$ cat src/rtl/fetch_unit.sv
// Instruction fetch stage: owns the PC, fetches one word at a time over a req/gnt + rvalid
// handshake, holds the instruction stable for decode, and advances the PC on retire.
module fetch_unit #(
    parameter logic [31:0] RESET_PC = 32'h0000_0000,
    parameter logic [31:0] NOP_INST = 32'h0000_0013
) (
    input  logic        clk,
    input  logic        rst,
    input  logic        pcmux_sel,
    input  logic [31:0] alu_out,
    input  logic        stall,
    output logic        imem_req,
    output logic [31:0] imem_addr,
    input  logic        imem_gnt,
    input  logic        imem_rvalid,
    input  logic [31:0] imem_rdata,
    input  logic        imem_err,
    output logic [31:0] inst,
    output logic        inst_valid,
    output logic [31:0] pc,
    output logic [31:0] pc_plus4,
    output logic [31:0] instret,
    output logic        fetch_err
);

    typedef enum logic [1:0] {StFetch, StWait, StIssue, StHalt} state_e;

    state_e      state_q, state_d;
    logic [31:0] pc_q, pc_d;
    logic [31:0] inst_q, inst_d;
    logic [31:0] instret_q, instret_d;
    logic        fetch_err_q, fetch_err_d;
    logic [31:0] target;

    always_comb begin
        state_d     = state_q;
        pc_d        = pc_q;
        inst_d      = inst_q;
        instret_d   = instret_q;
        fetch_err_d = fetch_err_q;
        target      = {alu_out[31:1], 1'b0};
        unique case (state_q)
            StFetch: begin
                if (imem_gnt) begin
                    state_d = StWait;
                end
            end
            StWait: begin
                if (imem_rvalid) begin
                    if (imem_err) begin
                        fetch_err_d = 1'b1;
                        state_d     = StHalt;
                    end else begin
                        inst_d  = imem_rdata;
                        state_d = StIssue;
                    end
                end
            end
            StIssue: begin
                if (!stall) begin
                    pc_d      = pcmux_sel ? target : pc_q + 32'd4;
                    instret_d = instret_q + 32'd1;
                    inst_d    = NOP_INST;
                    // A taken target that is not word aligned still retires, then halts.
                    if (pcmux_sel && alu_out[1]) begin
                        fetch_err_d = 1'b1;
                        state_d     = StHalt;
                    end else begin
                        state_d = StFetch;
                    end
                end
            end
            StHalt: begin
                state_d = StHalt;
            end
            default: begin
                state_d = StHalt;
            end
        endcase
    end

    always_ff @(posedge clk) begin
        if (rst) begin
            state_q     <= StFetch;
            pc_q        <= RESET_PC;
            inst_q      <= NOP_INST;
            instret_q   <= 32'd0;
            fetch_err_q <= 1'b0;
        end else begin
            state_q     <= state_d;
            pc_q        <= pc_d;
            inst_q      <= inst_d;
            instret_q   <= instret_d;
            fetch_err_q <= fetch_err_d;
        end
    end

    assign imem_req   = (state_q == StFetch);
    assign imem_addr  = pc_q;
    assign inst_valid = (state_q == StIssue);
    assign inst       = inst_q;
    assign pc         = pc_q;
    assign pc_plus4   = pc_q + 32'd4;
    assign instret    = instret_q;
    assign fetch_err  = fetch_err_q;

endmodule

$ cat config.mk
export PLATFORM = sky130hd
export DESIGN_NAME = fetch_unit
export DESIGN_NICKNAME = d
export VERILOG_FILES = /design/src/rtl/fetch_unit.sv
export SDC_FILE = /design/constraint.sdc
export NUM_CORES = 1
export LEC_CHECK = 0
export CORE_MARGIN = 5
export CORE_UTILIZATION = 47
export CTS_BUF_LIST = sky130_fd_sc_hd__clkbuf_8
export DETAILED_ROUTE_END_ITERATION = 6
export GPL_TIMING_DRIVEN = 0
export PLACE_DENSITY = 0.88
export REMOVE_ABC_BUFFERS = 1
export SLEW_MARGIN = 30
export SYNTH_ARGS = -nofsm -noshare
export SYNTH_HDL_FRONTEND = slang
export SYNTH_SLANG_ARGS = --single-unit
$ cat constraint.sdc
create_clock -name clk -period 3.4 [get_ports clk]
set_input_delay 0.51 -clock clk [delete_from_list [all_inputs] [get_ports clk]]
set_output_delay 0.51 -clock clk [all_outputs]
set_load 0.02 [all_outputs]
-- After elaboration in Yosys (flattened, before gate mapping)
Cells that the tools add are included.
W data, S select, Z words.
- register bits after elaboration: 99
- input port bits: 71
- logic and storage cells: 40
- add/subtract/negate cells: 2
- equality and inequality tests: 9
- muxes and demuxes: 16
- bitwise logic cells: 1
- reduce and logical (&&, ||, !) cells: 7
- operator list (kind ; number):
    $mux W32 ; 4
    $pmux W32 S2 ; 1
    $add A32 B1 Y32 const B ; 1
    $add A32 B3 Y32 const B ; 1
    $mux W2 ; 4
    $ne A2 B2 Y1 const B ; 4
    $pmux W2 S4 ; 1
    $mux W1 ; 5
    $reduce_and A5 Y1 ; 1
    $eq A2 B2 Y1 const B ; 2
    $ne A2 B1 Y1 const B ; 2
    $reduce_and A4 Y1 ; 1
    $reduce_and A3 Y1 ; 1
    $eq A2 B1 Y1 const B ; 1
    $logic_not A2 Y1 ; 1
    $pmux W1 S2 ; 1
    $reduce_and A2 Y1 ; 1
    $reduce_bool A2 Y1 ; 1
    $logic_and A1 B1 Y1 ; 1
    $not A1 Y1 ; 1

-- Depth between registers and ports, before layout
Gate-level depths: netlist of the first run.
- word-level depth: 4
- mapped depth: 8

-- Worst setup path before layout of the first run
No wires, ideal clock.
- path type: flip-flop to output port
- start point: register pc_q[2], in the netlist imem_addr[2]
- end point: output pc_plus4[22]
- data arrival time: 1.996 ns
- required time: 2.890 ns
- slack: 0.894 ns
- cell stages (with the launch flop): 7
- path buffers: 1
- cells stage by stage: dfxtp_1 -> ha_1 -> clkbuf_1 -> nand4_1 -> nor2_1 -> nand2_1 -> xnor2_1
- cells in the longest elaborated chain, start to end: 1
- ends and longest elaborated chain (what ; line ; text):
    start, declared ; 29 ; logic [31:0] pc_q, pc_d;
    start signal, assigned ; 91 ; pc_q <= pc_d;
    $add A32 B3 Y32 ; 103 ; assign pc_plus4 = pc_q + 32'd4;
    end, declared ; 21 ; output logic [31:0] pc_plus4,
No other way between the ends.

-- Worst setup path after layout of the first run
- start point: register pc_q[20], in the netlist imem_addr[20]
- end point: output pc_plus4[28]
Same word-level chain as after synthesis.

==> results.sh, run 1 <==
export IMPL_layout_drive_gt1_share=0.0714
export IMPL_vias=5515
export IMPL_start_kind="register"
export IMPL_grt_pass1_wl_um=25300
export IMPL_worstReg2RegEnd="instret[29]"
export IMPL_cap_violations=0
export IMPL_timing_rr_start="state_q[1]"
export IMPL_crit_start="imem_addr[20]"
export IMPL_cts_max_level=3
export IMPL_layout_cells_non_filler=997
export IMPL_avgSynthCellArea_um2=7.96
export IMPL_cts_buffers=9
export IMPL_synthFlopType="dfxtp_1"
export IMPL_antenna_cells=0
export IMPL_fillers=949
export IMPL_crit_type="reg -> out"
export IMPL_p_leak_nw=2.79
export IMPL_wirelength_um=15900
export IMPL_syn_area_um2=5410
export IMPL_ys_types=54
export IMPL_drcViolationCount=0
export IMPL_coreArea_um2=11400
export IMPL_critPathCapture="pc_plus4[28]"
export IMPL_final_hold_violation_count=0
export IMPL_clk_latency_ps=380
export IMPL_p_total_mw=2.36
export IMPL_finalWorstSetupSlack_ps=158
export IMPL_r2r_setup_slack_ps=1080
export IMPL_synth_edf_count=0
export IMPL_numPortBuffers=229
export IMPL_finalClockSkew_ps=7.16
export IMPL_max_vdd_ir_drop_uv=348
export IMPL_place_area_um2=7520
export IMPL_antenna_found_initial=0
export IMPL_cp_max_fo=8
export IMPL_areaGrowthSynthToFinish_pct=44.2
export IMPL_outcome="completed"
export IMPL_powerDensity_nw_per_um2=302
export IMPL_antenna_left=0
export IMPL_drv_slew=0
export IMPL_cts_hold_buffers_added=0
export IMPL_worstPathRequired_ps=2890
export IMPL_io_pins=234
export IMPL_relSlewSlack=0.566
export IMPL_final_core_util=0.686
export IMPL_synth_seq_cells=98
export IMPL_fin_crit_ps=3240
export IMPL_regArea_um2=1970
export IMPL_post_drt_wl_per_cell_um=16.0
export IMPL_place_gp_congestion=0.838
export IMPL_root_buffer="clkbuf_8"
export IMPL_rsz0062_at_grt="yes"
export IMPL_dp_hpwl_um=11500
export IMPL_fin_area_um2=7800
export IMPL_grt_pass1_vias=5075
export IMPL_setup_viol=0
export IMPL_grt_max_degree=69
export IMPL_grt_total_usage=0.215
export IMPL_cts_tree="yes"
export IMPL_end_kind="output port"
export IMPL_worst_slew_pin_slew_ps=651
export IMPL_die_h_um=117
export IMPL_seq_area_frac_synth=0.362
export IMPL_pre_cts_ws_ps=247
export IMPL_num_nets_final=922
export IMPL_cp_arrival_ps=2730
export IMPL_viasPerCell=5.53
export IMPL_holdWs_ps=454
export IMPL_dp_cells=977
export IMPL_r2r_cells=5
export IMPL_initial_utilization=0.476
export IMPL_rows=39
export IMPL_fp_dieW_um=117
export IMPL_cts_sinks=98
export IMPL_syn_inst=680
export IMPL_multiInputGateArea_um2=2980
export IMPL_dieArea_um2=13800
export IMPL_yosys_warnings=0
export IMPL_hp_class="reg -> reg"
export IMPL_max_freq_mhz=308
export IMPL_cts_buffer_depth=2
export IMPL_grt_overflow_total=0
export IMPL_fin_crit_sh=0.953
export IMPL_path_clk_slew_ps=100
export IMPL_first_iter_violations=395
export IMPL_firstDrtPassIters=5
export IMPL_synth_async_reset_ratio=0
export IMPL_tns_ps=0
critical path: stages (launching register included):
cell and delay [ps]:
dfxtp_1 550, and4_1 310, nand4_1 260, nor4_2 410, xor2_1 200, clkdlybuf4s50_1 640
cell type report:
class | instances | share of cell area
Multi-Input combinational cell | 490 | 0.382
Inverter | 9 | 0.00433
Tap cell | 143 | 0.0229
Clock buffer | 9 | 0.0159
Timing Repair Buffer | 241 | 0.313
Clock inverter | 7 | 0.0101
Sequential cell | 98 | 0.252
synthesized netlist by cell type, types with 6 or more instances:
master,count,area [um2]
nand4_1,24,150
buf_4,41,308
nor2b_1,6,37.5
nand2_1,76,285
mux2i_1,8,80.1
o21ai_0,24,120
inv_1,9,33.8
a31oi_1,10,62.6
clkbuf_1,32,120
dfxtp_1,98,1960
nor3_1,15,75.1
nor2_1,64,240
xnor2_1,20,175
and3_1,13,81.3
and4_1,9,78.8
a21oi_1,56,280
nand3_1,56,280
xor2_1,37,324
metal layers:
metal,vias up,part of all wire,wire [um],global-route usage
met5,-,0,0,0
met2,209,0.49,7840,0.359
met4,0,0.019,297,0.0631
met1,2613,0.41,6560,0.262
li1,2671,-,-,-
met3,22,0.078,1240,0.0731
power breakdown:
group,switching [mW],internal (mW)
clock network,0.445,0.348
logic,0.179,0.185
registers,0.0283,1.17
total,0.652,1.70
cell usage in the layout, fill, tap and decap left out, drive strengths merged, types with 17 or more instances in the layout:
cell type,synthesis,routed
a21oi,56,56
clkdlybuf4s50,0,227
dfxtp,98,98
nand2,76,76
nand3,57,57
nand4,26,26
nor2,64,64
nor3,17,17
o21ai,24,24
xnor2,20,20
xor2,37,37
timing repair:
item / 4_1_cts / 5_1_grt
endpoints found under the setup margin: 6 / 16
buffers inserted: 0 / 4
pin swaps: 0 / 2
resized for setup: 6 / 8
how the worst min path moves through the flow:
stage,start,endpoint,slack [ps],cells past startpoint
final,inst[14],inst[14],450,2
after global routing,inst[11],inst[11],470,2
after CTS,inst[11],inst[11],460,2
after detailed placement,inst[11],inst[11],440,2
after global placement,inst[26],inst[26],440,2
after floorplan,inst[10],inst[10],520,2
cell families after synthesis:
family / after synthesis / share of synthesized area
adder cells (fa/ha/maj): 2 / 0.00462
buffers and inverters: 94 / 0.102
AO/OA/AOI/OAI: 123 / 0.134
multiplexers: 8 / 0.0148
other: 1 / 0.000693
XOR/XNOR: 57 / 0.0922
flip-flops: 98 / 0.362
AND/OR/NAND/NOR: 297 / 0.288
state kept, by name, indices dropped and copies added (netlist names):
name and count:
instret 32, fetch_err 1, imem_addr 31, state_q 2, inst 32
Note: power is estimated with default switching activity, not from simulation.
==> run 2: changes to the inputs <==
--- a/config.mk
+++ b/config.mk
@@ -5,12 +5,14 @@
 export SDC_FILE = /design/constraint.sdc
 export NUM_CORES = 1
 export LEC_CHECK = 0
+export CELL_PAD_IN_SITES_DETAIL_PLACEMENT = 1
+export CELL_PAD_IN_SITES_GLOBAL_PLACEMENT = 2
 export CORE_MARGIN = 5
-export CORE_UTILIZATION = 47
+export CORE_UTILIZATION = 25
 export CTS_BUF_LIST = sky130_fd_sc_hd__clkbuf_8
 export DETAILED_ROUTE_END_ITERATION = 6
 export GPL_TIMING_DRIVEN = 0
-export PLACE_DENSITY = 0.88
+export PLACE_DENSITY_LB_ADDON = 0.1
 export REMOVE_ABC_BUFFERS = 1
 export SLEW_MARGIN = 30
 export SYNTH_ARGS = -nofsm -noshare
==> results.sh, run 2 (synthesized netlist as in run 1, its figures left out) <==
export IMPL_worstReg2RegEnd="instret[29]"
export IMPL_fin_crit_ps=3220
export IMPL_slowest_stage="clkdlybuf4s50_1"
export IMPL_slowest_delay_ps=630
export IMPL_mostFrequentLayoutCells="clkdlybuf4s50_1 (227), dfxtp_1 (90), nand2_1 (76)"
export IMPL_num_nets_final=925
export IMPL_end_kind="output port"
export IMPL_cts_buffer_depth=2
export IMPL_dieArea_um2=24700
export IMPL_path_clk_slew_ps=110
export IMPL_coreArea_um2=21200
export IMPL_grt_pass1_wl_um=31500
export IMPL_place_gp_congestion=0.730
export IMPL_crit_buf_inv=1
export IMPL_root_buffer="clkbuf_8"
export IMPL_grt_pass1_vias=5801
export IMPL_hold_end="inst[31]"
export IMPL_timing_rr_start="state_q[1]"
export IMPL_grt_overflow_total=0
export IMPL_fillers=2471
export IMPL_antenna_found_initial=2
export IMPL_clk_latency_ps=380
export IMPL_cts_sinks=98
export IMPL_fp_dieW_um=157
export IMPL_p_leak_nw=2.86
export IMPL_start_kind="register"
export IMPL_outcome="completed"
export IMPL_relSlewSlack=0.536
export IMPL_min_delay_start="inst[31]"
export IMPL_rows=53
export IMPL_die_h_um=157
export IMPL_final_core_util=0.380
export IMPL_rsz0062_at_grt="no"
export IMPL_initial_utilization=0.256
export IMPL_cts_buffers=9
export IMPL_post_drt_wl_per_cell_um=17.6
export IMPL_areaGrowthSynthToFinish_pct=48.5
export IMPL_max_vdd_ir_drop_uv=152
export IMPL_layout_drive_gt1_share=0.0852
export IMPL_hp_class="reg -> reg"
export IMPL_final_hold_violation_count=0
export IMPL_worstPathRequired_ps=2890
export IMPL_final_common_cell="clkdlybuf4s50_1"
export IMPL_r2r_setup_slack_ps=1020
export IMPL_grt_total_usage=0.158
export IMPL_path_delay_family="simple AND/OR/NAND/NOR gates"
export IMPL_cts_max_level=3
export IMPL_p_total_mw=2.34
export IMPL_numPortBuffers=229
export IMPL_wirelength_um=20000
export IMPL_path_depth=5
export IMPL_io_pins=234
export IMPL_cts_tree="yes"
export IMPL_first_iter_violations=168
export IMPL_r2r_cells=5
export IMPL_drv_slew=0
export IMPL_finalClockSkew_ps=12.0
export IMPL_min_delay_path_depth=2
export IMPL_fin_crit_sh=0.947
export IMPL_antenna_left=0
export IMPL_cap_violations=0
export IMPL_dp_hpwl_um=14600
export IMPL_setup_viol=0
export IMPL_worst_slew_pin_slew_ps=696
export IMPL_cp_arrival_ps=2710
export IMPL_max_freq_mhz=311
export IMPL_powerDensity_nw_per_um2=291
export IMPL_holdWs_ps=457
export IMPL_cp_max_fo=8
export IMPL_cts_hold_buffers_added=0
export IMPL_firstDrtPassIters=4
export IMPL_crit_type="reg -> out"
export IMPL_crit_chain="and4_4, nand4_4, nor4_2, xor2_1, clkdlybuf4s50_1"
export IMPL_vias=5511
export IMPL_viasPerCell=4.86
export IMPL_drcViolationCount=0
export IMPL_grt_max_degree=61
==> run 2: changes by cell type in the layout (fill, tap and decap cells not counted), moves of 2 or more <==
cell	delta
nor4_4	+3
dfxtp_2	+5
nor4_2	-3
dfxtp_1	-5
buf_6	+3
clkinvlp_4	-2
clkinv_4	+2
==> run 2: repair_timing <==
action | CTS | global route
pin swaps | 2 | 1
setup endpoints to repair | 16 | 13
setup buffers | 5 | 1
gates resized for setup | 17 | 9
==> run 2: final cells by class <==
type / instances / area [um2] / share of cell area
repair buffers: 244 / 2480 / 0.309
inverters: 9 / 33.8 / 0.00420
diodes: 1 / 2.50 / 0.000311
clock inverters: 6 / 50.0 / 0.00622
well taps: 275 / 344 / 0.0428
clock buffers: 10 / 138 / 0.0171
multi-input cells: 490 / 3020 / 0.376
flip-flops and latches: 98 / 1970 / 0.245
==> run 2: metal layers <==
| layer | GRT usage | share of wire | vias up |
|---|---|---|---|
| met5 | 0 | 0.00055 | - |
| met3 | 0.0434 | 0.061 | 14 |
| li1 | - | - | 2682 |
| met4 | 0.0389 | 0.011 | 2 |
| met2 | 0.284 | 0.51 | 130 |
| met1 | 0.187 | 0.42 | 2683 |
==> run 2: how the worst max path moves through the flow <==
stage                       start            to  slack, ps
floorplan             imem_rvalid       inst[0]        -60
global placement      imem_rvalid       inst[4]      -3060
detailed placement  imem_addr[14]  pc_plus4[29]         30
CTS                  imem_addr[2]  pc_plus4[10]          5
global route        imem_addr[10]  pc_plus4[30]          6
finish               imem_addr[5]  pc_plus4[26]        180
==> run 2: where the power goes <==
part	leakage [nW]	switching (mW)	internal, mW	total [mW]
Combinational	1.97	0.187	0.186	0.374
Sequential	0.796	0.0291	1.17	1.20
Clock	0.0948	0.467	0.296	0.763
Total	2.86	0.683	1.65	2.34
==> run 2: worst reg2reg max path: cells and delay by family, from the launching register on <==
kind	cells	cell delay, ps
flip-flops	1	540
AO/OA/AOI/OAI	1	140
AND/OR/NAND/NOR	4	1640
==> run 2: through the flow <==
step                      instance area (um2)  worst slack, ps  cells  TNS [ps]
after global placement                   7540            -3060   1101   -161820
final                                    8040              181   1133         0
after global routing                     8040             5.63   1133         0
after floorplan                          4900            -62.8    597      -188
after CTS                                8010             4.55   1131         0
after detailed placement                 7710             30.7   1110         0
